**src/rtl/bcd_mod_counter_pkg.sv**
```systemverilog
`default_nettype none
// ============================================================
// bcd_mod_counter_pkg : shared BCD types and clock moduli
// Rev 1.0
// ============================================================
package bcd_mod_counter_pkg;

  typedef logic [3:0] bcd_t;

  localparam bcd_t BCD_MAX = 4'd9;
  localparam int   MOD_SEC = 60;
  localparam int   MOD_MIN = 60;
  localparam int   MOD_HR  = 24;

  // 8 bits so that out-of-range digits (up to 15/15) never alias below a modulus
  function automatic logic [7:0] bcd_value(input bcd_t t, input bcd_t u);
    return ({4'd0, t} * 8'd10) + {4'd0, u};
  endfunction

endpackage
`default_nettype wire

```
**src/rtl/bcd_mod_counter_digit.sv**
```systemverilog
`default_nettype none
// ============================================================
// bcd_mod_counter_digit : one BCD digit, step up/down or load
// Rev 1.0
// ============================================================
module bcd_mod_counter_digit
  import bcd_mod_counter_pkg::*;
(
  input  logic       clk_i,
  input  logic       rst_i,
  input  logic       step_i,
  input  logic       up_i,
  input  logic       ld_i,
  input  logic [3:0] ld_val_i,
  output logic [3:0] q_o,
  output logic       carry_o
);

  bcd_t q_q;
  bcd_t q_d;

  always_comb begin
    q_d = q_q;
    if (ld_i) begin
      q_d = ld_val_i;
    end else if (step_i) begin
      if (up_i) q_d = (q_q == BCD_MAX) ? 4'd0 : q_q + 4'd1;
      else      q_d = (q_q == 4'd0) ? BCD_MAX : q_q - 4'd1;
    end
  end

  always_ff @(posedge clk_i or posedge rst_i) begin
    if (rst_i) q_q <= 4'd0;
    else       q_q <= q_d;
  end

  assign q_o     = q_q;
  assign carry_o = step_i & ~ld_i & (up_i ? (q_q == BCD_MAX) : (q_q == 4'd0));

endmodule
`default_nettype wire

```
**src/rtl/bcd_mod_counter.sv**
```systemverilog
`default_nettype none
// ============================================================
// bcd_mod_counter : two-digit BCD up/down counter, modulus MODULUS
// Rev 1.0
// ============================================================
module bcd_mod_counter
  import bcd_mod_counter_pkg::*;
#(
  parameter int MODULUS = 60
) (
  input  logic       ck,
  input  logic       r0,
  input  logic       en,
  input  logic       up,
  input  logic       preset,
  input  logic       load,
  input  logic [3:0] load_tens,
  input  logic [3:0] load_units,
  output logic [3:0] tens,
  output logic [3:0] units,
  output logic       tc,
  output logic       co,
  output logic       load_err
);

  generate
    if (MODULUS < 2 || MODULUS > 100) begin : g_bad_modulus
      $error("bcd_mod_counter: MODULUS %0d outside 2..100", MODULUS);
    end
  endgenerate

  localparam bcd_t       MAX_TENS  = bcd_t'((MODULUS - 1) / 10);
  localparam bcd_t       MAX_UNITS = bcd_t'((MODULUS - 1) % 10);
  localparam logic [7:0] MOD_V     = 8'(MODULUS);

  logic at_max;
  logic at_zero;
  logic load_ok;
  logic ld_all;
  bcd_t ld_tens_val;
  bcd_t ld_units_val;
  logic units_step;
  logic units_carry;
  logic tens_carry_unused;
  logic load_err_d;
  logic load_err_q;

  assign at_max  = (tens == MAX_TENS) && (units == MAX_UNITS);
  assign at_zero = (tens == 4'd0) && (units == 4'd0);
  assign load_ok = (load_tens <= BCD_MAX) && (load_units <= BCD_MAX) &&
                   (bcd_value(load_tens, load_units) < MOD_V);

  // Wrap at the terminal count is a load of both digits, so digits never pass MODULUS-1
  always_comb begin
    ld_all       = 1'b0;
    ld_tens_val  = 4'd0;
    ld_units_val = 4'd0;
    units_step   = 1'b0;
    load_err_d   = 1'b0;
    if (preset) begin
      ld_all       = 1'b1;
      ld_tens_val  = MAX_TENS;
      ld_units_val = MAX_UNITS;
    end else if (load) begin
      if (load_ok) begin
        ld_all       = 1'b1;
        ld_tens_val  = load_tens;
        ld_units_val = load_units;
      end else begin
        load_err_d = 1'b1;
      end
    end else if (en) begin
      if (tc) begin
        ld_all       = 1'b1;
        ld_tens_val  = up ? 4'd0 : MAX_TENS;
        ld_units_val = up ? 4'd0 : MAX_UNITS;
      end else begin
        units_step = 1'b1;
      end
    end
  end

  bcd_mod_counter_digit u_units (
    .clk_i    (ck),
    .rst_i    (r0),
    .step_i   (units_step),
    .up_i     (up),
    .ld_i     (ld_all),
    .ld_val_i (ld_units_val),
    .q_o      (units),
    .carry_o  (units_carry)
  );

  bcd_mod_counter_digit u_tens (
    .clk_i    (ck),
    .rst_i    (r0),
    .step_i   (units_carry),
    .up_i     (up),
    .ld_i     (ld_all),
    .ld_val_i (ld_tens_val),
    .q_o      (tens),
    .carry_o  (tens_carry_unused)
  );

  always_ff @(posedge ck or posedge r0) begin
    if (r0) load_err_q <= 1'b0;
    else    load_err_q <= load_err_d;
  end

  assign tc       = up ? at_max : at_zero;
  assign co       = en & tc;
  assign load_err = load_err_q;

endmodule
`default_nettype wire

```
**config.mk**
```make
export PLATFORM = sky130hd
export DESIGN_NAME = bcd_mod_counter
export DESIGN_NICKNAME = d
export VERILOG_FILES = /design/src/rtl/bcd_mod_counter_pkg.sv /design/src/rtl/bcd_mod_counter_digit.sv /design/src/rtl/bcd_mod_counter.sv
export SDC_FILE = /design/constraint.sdc
export NUM_CORES = 1
export LEC_CHECK = 0
export CAP_MARGIN = 5
export CORE_MARGIN = 4
export CORE_UTILIZATION = 54
export DETAILED_ROUTE_END_ITERATION = 16
export HOLD_SLACK_MARGIN = 0.12
export PLACE_DENSITY = 0.94
export SYNTH_ARGS = -nofsm -noshare
export SYNTH_HDL_FRONTEND = slang
export SYNTH_SLANG_ARGS = --single-unit
```
**constraint.sdc**
```tcl
create_clock -name ck -period 4.9 [get_ports ck]
set_clock_uncertainty 0.05 [all_clocks]
set_input_delay 0.735 -clock ck [delete_from_list [all_inputs] [get_ports ck]]
set_output_delay 0.735 -clock ck [all_outputs]
set_load 0.02 [all_outputs]
```
======== Word-level counts from Yosys, hierarchy flattened ========
Cells that the tools add are included.
cells by class
  add/sub/neg operators ................... 5
  multiply operators ...................... 1
  div/mod/pow operators ................... 0
  order comparisons ....................... 3
  equal/unequal tests ..................... 3
  shift-type cells ........................ 0
  mux-type cells .......................... 36
  bitwise operators ....................... 4
  reductions and logical operators ........ 8
operators with widths
  cell                 count
  $mux 4               19
  $mux 1               14
  $mux 3               3
  $add 4x1->4 const B  2
  $add 8x4->8          1
  $eq 4x4->1 const B   2
  $le 4x4->1 const B   2
  $logic_not 4->1      2
  $lt 8x6->1 const B   1
  $sub 4x1->4 const B  2
  $mul 4x3->7 const B  1
  $eq 4x3->1 const B   1
  $logic_and 1x1->1    4
  $reduce_bool 2->1    2
  $and 1x1->1          3
  $not 1->1            1
word-level totals
  bits in registers ....................... 9
  latch bits .............................. 0
  memory bits (writable) .................. 0
  ROM bits ................................ 0
  bits of input ports ..................... 14
  output and inout bits ................... 11
  logic and storage cells ................. 63
  memories kept ........................... 0

======== Logic depth before layout (Yosys ltp) ========
  depth in word-level cells ............... 12
  mapped depth ............................ 10
  mapped depth without buffers ............ 9

======== Cells and area by module ========
From an unflattened synthesis, not the netlist that was laid out.
unflattened totals
  cell total of the unflattened synthesis .. 166
  area total of the unflattened synthesis .. 1255.0 um2
by module, submodules not included
  module                 times used  cells each  area each (um2)
  bcd_mod_counter_digit  2           51          380.4
  bcd_mod_counter        1           64          494.2

======== Worst setup path before layout ========
No wires, ideal clock.
  kind .................................... input port to flip-flop
  start ................................... input load_tens[1]
  end ..................................... register u_units.q_q[0], in the netlist u_units.q_o[0]
  arrival ................................. 2916 ps
  required time ........................... 4771 ps
  path slack .............................. 1855 ps
  stages .................................. 10
  path through ............................ ha_1 -> ha_1 -> fa_1 -> xor2_1 -> o2111ai_1 -> xor2_1 -> nor4_4 -> a211o_1 -> buf_6 -> mux2i_1
on the way
  longest elaborated chain between the ends .. 8
  elaborated cells between the ends (all ways) .. 14
  those cells by class .................... 1 x add/sub; 1 x mul; 2 x order compare; 7 x mux; 3 x reduce/logical
RTL lines
  element                                      RTL line                     RTL
  start, declared                              bcd_mod_counter.sv:17        input logic [3:0] load_tens,
  $mul 4x3->7                                  bcd_mod_counter_pkg.sv:17    return ({4'd0, t} * 8'd10) + {4'd0, u};
  $add 8x4->8                                  bcd_mod_counter_pkg.sv:17
  $lt 8x6->1                                   bcd_mod_counter.sv:51        (bcd_value(load_tens, load_units) < MOD_V);
  $logic_and 1x1->1 *                          bcd_mod_counter.sv:50        assign load_ok = (load_tens <= BCD_MAX) && (load_units <= BCD_MAX) &&
  $mux 4 or $mux 1 (tied branches)             bcd_mod_counter.sv:65        if (load_ok) begin
  $mux 4 or $mux 1 (tied branches)             bcd_mod_counter.sv:64        end else if (load) begin
  $mux 4 or $mux 1 (tied branches)             bcd_mod_counter.sv:60        if (preset) begin
  $mux 4 or $reduce_bool 2->1 (tied branches)  n/a
  end signal, assigned                         bcd_mod_counter_digit.sv:34  else q_q <= q_d;
  end, declared                                bcd_mod_counter_digit.sv:19  bcd_t q_q;
Mark *: on every way between the ends. The rest lies on a longest branch, timed or not.
A chain may end at the register's enable or synchronous reset.

======== Final worst setup path ========
  start ................................... input up
  end ..................................... output co
on the way
  longest elaborated chain between the ends .. 2
RTL lines
  element          RTL line                RTL
  start, declared  bcd_mod_counter.sv:14   input logic up,
  $mux 1           bcd_mod_counter.sv:110  assign tc = up ? at_max : at_zero;
  $and 1x1->1      bcd_mod_counter.sv:111  assign co = en & tc;
  end, declared    bcd_mod_counter.sv:22   output logic co,
Every way passes these cells.

==> results.yml <==
run_status:
  status: "complete, no violations"
power:
  vdd_drop_max_mv: 0.156
  p_per_area_mw_per_mm2: 224
  power.leakage_nw: 0.528
clock_network:
  cts_hold_buf: 0
  cts_htree_levels: 1
  cts_made_buffers: 3
  clock_sinks: 9
  clockBufferDepth: 2
  cts_tree: "built"
  clk_latency_ns: 0.26
  post_cts_buffers: 0
  path_clk_slew_ns: 0.06
  cts-root-buf: "clkbuf_4"
  cts-resized-gates: 0
global_routing:
  grt_pass1_vias: 1035
  grt_start_max_net_pins: 22
  grt_usage_pct: 21.8
  antenna_found_initial: 0
  grt_pass1_wl_um: 4510
  grt_overflow_total: 0
floorplanning:
  chipHeight_um: 53.1
  die_w_um: 53.1
  top_level_ports: 25
  initial_utilization_pct: 56.5
  coreArea_sq_mm: 0.00194
  row_count: 16
  dieArea_sq_mm: 0.00282
critical_path:
  r2r_start: "u_tens.q_o[0]$_DFFE_PP0P_"
  crit_end: "co"
  critPathCaptureType: "primary output"
  cp.arrival_ns: 3.25
  path_class: "primary input to primary output"
  crit_top_cell: "clkdlybuf4s50_1"
  cp_cell_sequence: "clkdlybuf4s50_1 -> nor4_1 -> nand4_1 -> nand2_1 -> and2_1 -> clkdlybuf4s50_1"
  critPathMaxStageDelay_ns: 0.75
  critical_path.startpoint: "up"
  reg2reg_to: "u_units.q_o[3]$_DFFE_PP0P_"
  startpoint_type: "primary input"
  critPathRequiredTime_ns: 4.12
  cpMaxStageDelayCell: "clkdlybuf4s50_1"
  critPathMaxFanout: 21
  r2r_slack_ns: 2.59
  r2r_cells: 6
yosys:
  synth_top_area_cell: "dfrtp_1"
  synth_seq_area_share_pct: 20.5
  syn-cell-area_sq_mm: 0.00110
  synthTopCellsByArea: "dfrtp_1, ha_1, xor2_1"
  synth-seq-cells: 9
  synth_async_sr_flop_share_pct: 100
  synth_nets: 160
  syn_area_per_cell_sq_um: 7.95
  synth-main-ff-cell: "dfrtp_1"
  yosysUniqueCellTypes: 42
  synthCells: 138
  synth_edf_count: 0
  yosysWarnings: 0
  synth_top_cell_area_share_pct: 20.5
sta:
  finalCritPeriodShare_pct: 82.3
  slew_headroom_pct: 55.2
  setup_tns_ns: 0
  final_max_slew_viol_count: 0
  finalSetupViolations: 0
  worst_slew_pin_slew_ns: 0.669
  min_period_ns: 4.03
  grt_setup_unrepaired: "no"
  whs_ns: 0.611
  timing_hold_violations_final: 0
  clock.fmax_ghz: 0.248
final_layout:
  final_common_cell: "clkdlybuf4s50_1"
  fin_util_pct: 69.3
  syn2layout_area_growth_pct: 22.7
  fillerInstances: 175
  final_cell_mix: "clkdlybuf4s50_1, nand2_1, a21oi_1"
  final_area_sq_mm: 0.00135
  drive_gt1_share_pct: 3.82
  diodes: 0
  nets: 180
routing:
  route.detailed.drc: 0
  vias: 1158
  drtPass1Iterations: 5
  ant_nets: 0
  vias_per_cell: 6.29
  drt_iter0_drc: 41
  wirelength_um: 2790
  wire_per_inst_um: 15.1
job:
  drv_cap: 0
place:
  hpwl_um: 2180
  gp_congestion: 0.799
  io_buffers: 24
  place_area_sq_mm: 0.00132
min_path:
  hold_path.class: "register to register"
[registers in the layout (all words and copies together) (netlist names)]
| name | cells |
|---|---|
| u_units.q_o | 4 |
| load_err | 1 |
| u_tens.q_o | 4 |
[final cells by class]
type | instances | area, sq um | area share, %
clock buffer | 4 | 26.3 | 1.95
inverter | 6 | 22.5 | 1.67
multi-input combinational | 114 | 798 | 59.3
sequential | 9 | 225 | 16.7
tap | 27 | 33.8 | 2.51
timing repair buffer | 24 | 240 | 17.8
[critical path: cells and delay by family]
| kind | cells | cell delay, ns |
|---|---|---|
| simple gates | 4 | 1.14 |
| buf+inv | 2 | 1.37 |
[cell usage after synthesis, types with 2 or more instances]
cell type and instances:
o21ai_1 2, or3_1 2, o21ai_0 7, a21oi_1 11
nor2b_1 5, xor2_1 7, nand4_1 6, nor3_1 3
and2_1 2, nor4_1 2, nand3_1 6, nor2_1 7
mux2i_1 3, xnor2_1 2, and3_1 2, a211oi_1 4
fa_1 2, inv_1 6, a211o_1 2, nand2_1 11
dfrtp_1 9, ha_1 6, clkbuf_1 2, buf_2 5
a31oi_1 3, o2bb2ai_1 4, o22ai_1 2
[where the power goes]
part | switching, W | internal, W | total (W)
logic | 0.0000747 | 0.0000658 | 0.000141
registers | 0.0000213 | 0.0000822 | 0.000103
clock network | 0.0000257 | 0.0000314 | 0.0000571
[routing by layer]
layer  share of wire (%)  track usage (%)  vias to the layer above  wire (um)
met5                   0                0                        -          0
met4                 3.2             11.1                        0         88
met3                 5.5             1.97                       11        153
met2                  52             40.7                       54       1460
met1                  39             24.0                      535       1080
li1                    -                -                      558          -
[through the flow]
stage	total power (W)	cells	worst slack (ns)
finish	0.000301	184	0.869
global route	0.000320	184	0.683
CTS	0.000298	184	0.961
detailed placement	0.000243	180	0.969
global placement	0.000238	180	0.994
floorplan	0.000197	138	1.86
[cell families (layout without fill, tap and decap cells)]
| kind of cell | Yosys count | count (layout) | synth area share (%) |
|---|---|---|---|
| AOI/OAI and AO/OA | 43 | 43 | 26.0 |
| and+or+nand+nor | 51 | 51 | 26.3 |
| xor gates and xnor gates | 9 | 9 | 7.18 |
| adders and majority gates | 8 | 8 | 10.5 |
| DFF | 9 | 9 | 20.5 |
| muxes | 3 | 3 | 2.74 |
| buffers and inverters | 15 | 34 | 6.73 |
[how the worst min path moves through the flow]
stage | start | end | slack (ns) | depth (start not counted)
after global routing | u_tens.q_o[2]$_DFFE_PP0P_ | u_tens.q_o[2]$_DFFE_PP0P_ | 0.66 | 2
after detailed placement | u_tens.q_o[2]$_DFFE_PP0P_ | u_tens.q_o[2]$_DFFE_PP0P_ | 0.60 | 2
after global placement | u_tens.q_o[2]$_DFFE_PP0P_ | u_tens.q_o[2]$_DFFE_PP0P_ | 0.58 | 2
after floorplan | r0 | load_err$_DFF_PP0_ | 0.51 | 1
after CTS | u_tens.q_o[2]$_DFFE_PP0P_ | u_tens.q_o[2]$_DFFE_PP0P_ | 0.61 | 2
final | u_tens.q_o[2]$_DFFE_PP0P_ | u_tens.q_o[2]$_DFFE_PP0P_ | 0.61 | 2
(Power assumes the default switching activity.)
